<file path="src/rtl/mem_pkg.sv">
// Shared types and constants for the memory-port arbiter: FSM states,
// RV32 load/store width codes and the round-robin grant identifiers.
package mem_pkg;

   // Arbiter FSM states. D_RD is reserved for a future registered-read
   // variant of the data path. The current sequencing goes straight from
   // IDLE to D_RESP or D_MERGE, so D_RD is never entered.
   typedef enum logic [2:0] {
      IDLE    = 3'd0,
      F_WAIT  = 3'd1,
      D_RD    = 3'd2,
      D_MERGE = 3'd3,
      D_RESP  = 3'd4,
      D_ERR   = 3'd5
   } state_t;

   // RV32 funct3 width codes for loads and stores.
   localparam logic [2:0] F3_B  = 3'b000;
   localparam logic [2:0] F3_H  = 3'b001;
   localparam logic [2:0] F3_W  = 3'b010;
   localparam logic [2:0] F3_BU = 3'b100;
   localparam logic [2:0] F3_HU = 3'b101;

   // Identity of the requester that received the most recent grant.
   typedef enum logic {
      GNT_FETCH = 1'b0,
      GNT_DATA  = 1'b1
   } grant_t;

   // Returns 1 for the five funct3 codes that name a real access width.
   function automatic logic f3_known(input logic [2:0] f3);
      logic known;
      case (f3)
         F3_B, F3_H, F3_W, F3_BU, F3_HU: known = 1'b1;
         default:                        known = 1'b0;
      endcase
      return known;
   endfunction

endpackage

</file>
<file path="src/rtl/lane_align.sv">
// Byte-lane steering for sub-word data accesses. Purely combinational.
// Loads: extract the addressed byte or halfword from a RAM word and
// sign- or zero-extend it according to funct3.
// Stores: splice the low byte or halfword of the store data into the old
// RAM word at the addressed lane, which gives the read-modify-write result.
module lane_align
   import mem_pkg::*;
(
   input  logic [2:0]  funct3,
   input  logic [1:0]  offset,
   input  logic [31:0] old_word,
   input  logic [31:0] store_data,
   output logic [31:0] merged,
   output logic [31:0] load_word
);

   logic [7:0]  byte_sel;
   logic [15:0] half_sel;

   // Pick the addressed byte and halfword out of the RAM word.
   always_comb begin
      byte_sel = 8'h00;
      case (offset)
         2'd0: byte_sel = old_word[7:0];
         2'd1: byte_sel = old_word[15:8];
         2'd2: byte_sel = old_word[23:16];
         2'd3: byte_sel = old_word[31:24];
         default: byte_sel = 8'h00;
      endcase
      half_sel = offset[1] ? old_word[31:16] : old_word[15:0];
   end

   // Extend the selected lane to a full load result.
   always_comb begin
      load_word = 32'h0000_0000;
      case (funct3)
         F3_B:    load_word = {{24{byte_sel[7]}}, byte_sel};
         F3_BU:   load_word = {24'h00_0000, byte_sel};
         F3_H:    load_word = {{16{half_sel[15]}}, half_sel};
         F3_HU:   load_word = {16'h0000, half_sel};
         F3_W:    load_word = old_word;
         default: load_word = 32'h0000_0000;
      endcase
   end

   // Replace the addressed lane(s) of the old word with the store data.
   always_comb begin
      merged = old_word;
      case (funct3)
         F3_B:    merged[{offset, 3'b000} +: 8]     = store_data[7:0];
         F3_H:    merged[{offset[1], 4'b0000} +: 16] = store_data[15:0];
         F3_W:    merged = store_data;
         default: merged = old_word;
      endcase
   end

endmodule

</file>
<file path="src/rtl/mem_port_arbiter.sv">
// Shares one single-port, word-wide RAM between instruction fetch and
// load/store. Arbitration is round-robin and happens only in IDLE. Sub-word
// stores are performed as read-modify-write. Illegal data accesses are
// answered with d_err and never reach the RAM.
//
// Handshake: a requester raises *_req with stable address/control fields and
// holds them until its one-cycle completion pulse (if_rvalid for fetch,
// d_done for data). That pulse is the only acknowledgement; there is no
// separate ready. The requester may drop the request or present a new one in
// the very next cycle, which is always an IDLE arbitration cycle.
module mem_port_arbiter
   import mem_pkg::*;
#(
   parameter int DEPTH = 256,
   parameter int AW    = $clog2(DEPTH)
) (
   input  logic          clk,
   input  logic          rst,
   input  logic          if_req,
   input  logic [31:0]   if_addr,
   output logic          if_rvalid,
   output logic [31:0]   if_rdata,
   input  logic          d_req,
   input  logic          d_we,
   input  logic [2:0]    d_funct3,
   input  logic [31:0]   d_addr,
   input  logic [31:0]   d_wdata,
   output logic          d_done,
   output logic [31:0]   d_rdata,
   output logic          d_err,
   output logic          ram_en,
   output logic          ram_we,
   output logic [AW-1:0] ram_addr,
   output logic [31:0]   ram_wdata,
   input  logic [31:0]   ram_rdata
);

   state_t        state;
   grant_t        last_grant;

   // Data-access fields captured at grant, used by later states.
   logic [AW-1:0] op_idx;
   logic [1:0]    op_off;
   logic [2:0]    op_f3;
   logic          op_we;
   logic [31:0]   op_wdata;

   logic          grant_f;
   logic          grant_d;
   logic [29:0]   d_word;
   logic          d_misalign;
   logic          d_illegal;
   logic          d_oor;
   logic          d_bad;
   logic          d_sub_store;
   logic [31:0]   merged_word;
   logic [31:0]   load_word;

   // Fetch wraps modulo the RAM size, so its high address bits and its
   // byte offset are intentionally ignored.
   logic          unused_ok;
   assign unused_ok = ^{if_addr[31:AW+2], if_addr[1:0]};

   // Round-robin choice: on a tie, the requester not served last time wins.
   always_comb begin
      grant_f = if_req && (!d_req || (last_grant == GNT_DATA));
      grant_d = d_req && !grant_f;
   end

   // Legality of the presented data access, evaluated at grant time.
   always_comb begin
      d_word     = d_addr[31:2];
      d_misalign = 1'b0;
      d_illegal  = 1'b0;
      case (d_funct3)
         F3_B, F3_BU: begin
            d_misalign = 1'b0;
         end
         F3_H, F3_HU: begin
            d_misalign = d_addr[0];
         end
         F3_W: begin
            d_misalign = |d_addr[1:0];
         end
         default: begin
            d_illegal = 1'b1;
         end
      endcase
      d_oor       = (d_word >= 30'(DEPTH));
      d_bad       = d_misalign | d_oor | d_illegal | !f3_known(d_funct3) |
                    (d_we & ((d_funct3 == F3_BU) | (d_funct3 == F3_HU)));
      d_sub_store = d_we && (d_funct3 != F3_W);
   end

   lane_align u_lane_align (
      .funct3     (op_f3),
      .offset     (op_off),
      .old_word   (ram_rdata),
      .store_data (op_wdata),
      .merged     (merged_word),
      .load_word  (load_word)
   );

   // FSM: grant in IDLE, then step through the per-transaction sequence.
   always_ff @(posedge clk) begin
      if (rst) begin
         state      <= IDLE;
         last_grant <= GNT_FETCH;
         op_idx     <= '0;
         op_off     <= 2'd0;
         op_f3      <= 3'd0;
         op_we      <= 1'b0;
         op_wdata   <= 32'h0000_0000;
      end else begin
         case (state)
            IDLE: begin
               if (grant_f) begin
                  last_grant <= GNT_FETCH;
                  state      <= F_WAIT;
               end else if (grant_d) begin
                  last_grant <= GNT_DATA;
                  op_idx     <= d_addr[AW+1:2];
                  op_off     <= d_addr[1:0];
                  op_f3      <= d_funct3;
                  op_we      <= d_we;
                  op_wdata   <= d_wdata;
                  if (d_bad) begin
                     state <= D_ERR;
                  end else if (d_sub_store) begin
                     state <= D_MERGE;
                  end else begin
                     state <= D_RESP;
                  end
               end
            end
            F_WAIT:  state <= IDLE;
            D_MERGE: state <= D_RESP;
            D_RESP:  state <= IDLE;
            D_ERR:   state <= IDLE;
            default: state <= IDLE;
         endcase
      end
   end

   // Output decode. Every output is held at 0 while rst is high, so an
   // abandoned transaction can neither write the RAM nor pulse completion.
   always_comb begin
      if_rvalid = 1'b0;
      if_rdata  = 32'h0000_0000;
      d_done    = 1'b0;
      d_rdata   = 32'h0000_0000;
      d_err     = 1'b0;
      ram_en    = 1'b0;
      ram_we    = 1'b0;
      ram_addr  = '0;
      ram_wdata = 32'h0000_0000;
      if (!rst) begin
         case (state)
            IDLE: begin
               if (grant_f) begin
                  ram_en   = 1'b1;
                  ram_addr = if_addr[AW+1:2];
               end else if (grant_d && !d_bad) begin
                  ram_en   = 1'b1;
                  ram_addr = d_addr[AW+1:2];
                  if (d_we && !d_sub_store) begin
                     ram_we    = 1'b1;
                     ram_wdata = d_wdata;
                  end
               end
            end
            F_WAIT: begin
               if_rvalid = 1'b1;
               if_rdata  = ram_rdata;
            end
            D_MERGE: begin
               ram_en    = 1'b1;
               ram_we    = 1'b1;
               ram_addr  = op_idx;
               ram_wdata = merged_word;
            end
            D_RESP: begin
               d_done = 1'b1;
               if (!op_we) begin
                  d_rdata = load_word;
               end
            end
            D_ERR: begin
               d_done = 1'b1;
               d_err  = 1'b1;
            end
            default: begin
               d_done = 1'b0;
            end
         endcase
      end
   end

endmodule

</file>
<file path="config.mk">
export PLATFORM = sky130hd
export DESIGN_NAME = mem_port_arbiter
export DESIGN_NICKNAME = d
export VERILOG_FILES = /design/src/rtl/mem_pkg.sv /design/src/rtl/lane_align.sv /design/src/rtl/mem_port_arbiter.sv
export SDC_FILE = /design/constraint.sdc
export NUM_CORES = 1
export LEC_CHECK = 0
export ABC_AREA = 1
export CORE_AREA = 2 2 110 112
export CTS_BUF_LIST = sky130_fd_sc_hd__clkbuf_16
export CTS_CLUSTER_DIAMETER = 120
export DETAILED_ROUTE_END_ITERATION = 10
export DIE_AREA = 0 0 112 114
export DONT_BUFFER_PORTS = 1
export GPL_TIMING_DRIVEN = 0
export PLACE_DENSITY = 0.54
export SKIP_CTS_REPAIR_TIMING = 1
export SYNTH_ARGS = -nofsm -noshare
export SYNTH_HDL_FRONTEND = slang
export SYNTH_SLANG_ARGS = --single-unit
</file>
<file path="constraint.sdc">
create_clock -name clk -period 8.23 [get_ports clk]
set_input_delay 2.469 -clock clk [delete_from_list [all_inputs] [get_ports clk]]
set_output_delay 2.469 -clock clk [all_outputs]
set_load 0.1 [all_outputs]
</file>
Yosys cells after proc, flatten, opt, wreduce, memory -nomap -nowiden --
Cells that the tools add are included.
Storage, ports and cells: flip-flop bits (word level) 50, output and inout bits 109, word-level logic and storage cells 105
Operators by class: $add $sub $neg 2, magnitude comparators 1, eq/ne operators 17, shift operators 4, multiplexer cells 45, bitwise gates (word level) 7, reduce and logical (&&, ||, !) cells 22
Operators with widths (count):
- $mux W32 | 9
- $pmux W32 S5 | 1
- $pmux W32 S3 | 1
- $bwmux W32 | 2
- $pmux W32 S2 | 1
- $pmux W8 S4 | 1
- $shift A16 B7 Y32 const A | 1
- $shift A8 B7 Y32 const A | 1
- $shiftx A16 B7 Y32 | 1
- $shiftx A8 B7 Y32 | 1
- $ge A30 B9 Y1 const B | 1
- $mux W8 | 3
- $eq A3 B3 Y1 const B | 6
- $mux W1 | 17
- $mux W16 | 1
- $pmux W8 S2 | 1
- $neg A5 Y7 | 2
- $mux W3 | 4
- $eq A3 B1 Y1 const B | 3
- $eq A3 B2 Y1 const B | 3
- $logic_not A3 Y1 | 3
- $pmux W1 S2 | 3
- $pmux W3 S2 | 1
- $reduce_or A2 Y1 | 3
- 15 further kinds | 28

Depth between registers and ports, before layout --
word-level depth 13, gate-level depth with buffers 11, mapped depth without buffers 10

By module --
A second synthesis with hierarchy kept.
Unflattened totals: cells, all modules 1251, area total of the unflattened synthesis 6283.5 um2
Modules (own cells, without submodules):
- mem_port_arbiter | times used 1, cells each 527, area each 3234.4 um2, seq. area each 1001.0 um2
- lane_align | times used 1, cells each 724, area each 3049.2 um2, seq. area each 0.0 um2

Least setup slack after synthesis --
No wires, ideal clock.
path kind input to output, start point input port rst, end point output port d_rdata[26], data arrival time 5.937 ns, required time 5.761 ns, path slack -0.176 ns, cell stages on the path 6, path buffers 1, cell sequence nor3_2 inv_1 nor4_2 inv_1 clkbuf_1 a31oi_1
Between the ends: cells in the longest elaborated chain, start to end 1
RTL lines:
- start, declared | line mem_port_arbiter.sv:18 | input logic rst,
- $mux W32 | line mem_port_arbiter.sv:157 | if (!rst) begin
- end, declared | line mem_port_arbiter.sv:29 | output logic [31:0] d_rdata,
Every way passes these cells.

Worst setup path in the final report --
start point input port rst, end point output port d_rdata[25]
The elaborated chain is that of the path after synthesis.

==> results by group <==
Outcome
  – Outcome: completed

Synth
  – Adder-cell share of the synthesized area: 1.31%
  – Mapped cell area: 4770 sq um
  – Multiplexer area fraction after synthesis: 0%
  – #FFs+latches synth: 50
  – Synth Area in Compound Gates: 26.8%
  – Number of enable flip-flop cells after synthesis: 0
  – Warnings from Yosys: 0
  – Seq/Total Area, Yosys: 21.0%
  – Async set-or-reset flop fraction in the synthesized netlist: 0%
  – Largest family of logic cells by synthesized area: simple AND/OR/NAND/NOR gates
  – Syn avg cell area: 5.65 sq um
  – Post-synthesis net count: 985
  – Mapped Cells: 844
  – Predominant post-synthesis flop cell: dfxtp_1
  – Post-synthesis simple-gate area fraction: 39.6%
  – Post-synthesis xor/xnor area fraction: 0%
  – Library cells used by synthesis: 38

Floorplanning
  – Row count: 40
  – Die X: 112 microns
  – Core Box Area: 11700 sq um
  – I/O Pins: 245
  – Initial core utilization: 40.7%
  – Die area: 12800 sq um
  – Die Y: 114 microns

CTS
  – CTS sink cnt: 50
  – Clock Tree Buf Depth: 2
  – Register clock-pin slew on the reported worst setup and hold paths: 80 ps
  – TritonCTS clock tree: yes
  – CTS Buf Count: 5
  – H-tree levels: 2
  – Clock Tree Root: clkbuf_16
  – Worst skew pair latency: 300 ps

Global routing
  – Total grt overflow: 0
  – Initial antenna violation count: 0
  – Vias in the first global route: 5668
  – First-pass GRT wire length: 32300 microns
  – All-layer global routing usage: 32.7%
  – Largest net degree at the start of global routing: 17

Worst setup path
  – CP Data Required Time: 5760 ps
  – Cell repeated most along the worst path: inv_1
  – CP Class: input pin to output port
  – Worst setup EP type: output port
  – Arrival @ worst endpoint: 5080 ps
  – Buffers & Inverters on Critical Path: 5
  – CP cell instances: nor3_4 > buf_16 > buf_1 > inv_1 > nor4_2 > inv_1 > clkbuf_1 > a31oi_2
  – CP max FO: 10
  – CP max stage cell: a31oi_2
  – Largest stage delay on the critical path: 1090 ps
  – Crit start category: input pin
  – Kind of cell adding the most delay to the critical path: compound AO/OA/AOI/OAI gates

Finish
  – Fin nets: 994
  – Ant diodes: 0
  – Layout cells sized above 1: 18.7%
  – Area grow syn2layout: 15.9%

Drt
  – DRC: 0
  – Avg WL per Cell: 21.5 microns
  – Post-Route WL: 21500 microns
  – Routed vias/inst: 5.96
  – Via count: 5970
  – Detailed Route Iter0 Violations: 523
  – Number of routed nets with antenna violations: 0
  – Total iterations of the first detailed-routing run: 5

Power and ir drop
  – Final Total Pwr: 855 uW
  – Peak supply drop: 0.0818 mV
  – Static Leakage: 1.96 nW
  – Pwr dens: 155 nW/um^2

Timing
  – Final Hold Fails: 0
  – Max Clock Skew: 7.04 ps
  – Final setup vio count: 0
  – RSZ-0062 raised after global routing: false
  – Fmax: 0.133 GHz
  – Minimum clock period: 7540 ps
  – Max_slew headroom: 12.2%
  – Final slew viol count: 0
  – Slew @ Worst Pin: 1310 ps
  – Setup TNS: 0 ps
  – Final worst path period share: 91.7%

Placed design
  – GP Congestion: 0.928
  – Port bufs: 0
  – Hpwl dp: 18000 microns

Flow run
  – Total of max-cap violations: 0

Min path
  – Type of the worst min-delay path: flip-flop to flip-flop
[placed cells by master (no fill, tap or decap), types with 35 or more instances in the layout]
cell type	instances
nand2_1	186
dfxtp_1	50
a21oi_1	46
nand3_1	69
a21oi_2	49
o21ai_0	68
clkbuf_1	35
nor2_2	40
nor2_1	100
inv_1	70
[metal layers]
metal	vias to the layer above	wire, microns	track usage (%)
li1	2848	-	-
met1	2760	8710	41.1
met2	321	10200	56.4
met3	41	1940	6.27
met4	0	682	11.5
met5	-	0	0
[synthesized netlist by cell type (5+ instances only)]
master	count	area [sq um]
a21oi_1	95	475
nor2_1	140	526
nand3_1	69	345
a221oi_1	7	61.3
nor3_1	9	45.0
nor2_4	6	67.6
o22ai_1	10	62.6
o211ai_1	17	128
nand4_1	5	31.3
buf_2	16	80.1
a32oi_1	8	70.1
inv_1	69	259
ha_1	5	62.6
dfxtp_1	50	1000
clkbuf_1	35	131
nand2_1	186	698
a31oi_1	17	106
o21ai_0	68	340
[layout make-up]
class / instances / area, sq um
clock inverter: 3 / 21.3
tap: 147 / 184
multi-input combinational: 664 / 3630
inverter: 74 / 279
buffer: 56 / 260
sequential: 50 / 1000
fill: 1294 / 6180
timing repair buffer: 2 / 31.3
clock buffer: 5 / 125
[worst register-to-register path, cell delays in order (launching register included)]
cell and delay, ps:
dfxtp_1 370, nor3_2 300, nand2_4 140, clkinv_2 140, clkbuf_1 470, nor2_1 90, nor2_1 110
[kinds of logic (layout without fill, tap and decap cells)]
group / after synthesis / in the layout
AND/OR/NAND/NOR: 432 / 432
AO/OA/AOI/OAI: 227 / 227
buffers and inverters: 130 / 140
flip-flops: 50 / 50
adder cells (fa/ha/maj): 5 / 5
[where the power goes]
| part | leakage [nW] | internal (mW) | switching, mW |
|---|---|---|---|
| clock network | 0.0756 | 0.114 | 0.101 |
| logic | 1.47 | 0.0789 | 0.278 |
| registers | 0.412 | 0.264 | 0.0191 |
| total | 1.96 | 0.456 | 0.398 |
[final timing paths]
path,start,to,slack (ps),cells after the start
min,op_we,op_we,480,2
max,rst,d_rdata[25],690,8
min reg2reg,op_we,op_we,480,2
max reg2reg,state[1],op_wdata[20],6530,6
[metrics by stage]
| step | std cells | setup WS [ps] | hold WS, ps | util [%] | instance area (sq um) |
|---|---|---|---|---|---|
| 5_1_grt | 1001 | 577 | 509 | 47.2 | 5530 |
| 3_3_place_gp | 991 | -697 | 469 | 42.4 | 4970 |
| 4_1_cts | 1001 | 695 | 486 | 47.2 | 5530 |
| 3_5_place_dp | 993 | 695 | 474 | 46.0 | 5380 |
| 6_report | 1001 | 686 | 482 | 47.2 | 5530 |
| 2_1_floorplan | 844 | -176 | 455 | - | 4780 |
[state kept, by name, summed over array words and instances (netlist names)]
register / cells
last_grant: 1
op_f3: 3
op_idx: 8
op_off: 2
op_wdata: 32
op_we: 1
state: 3
Power figures use the tool's default switching activity.
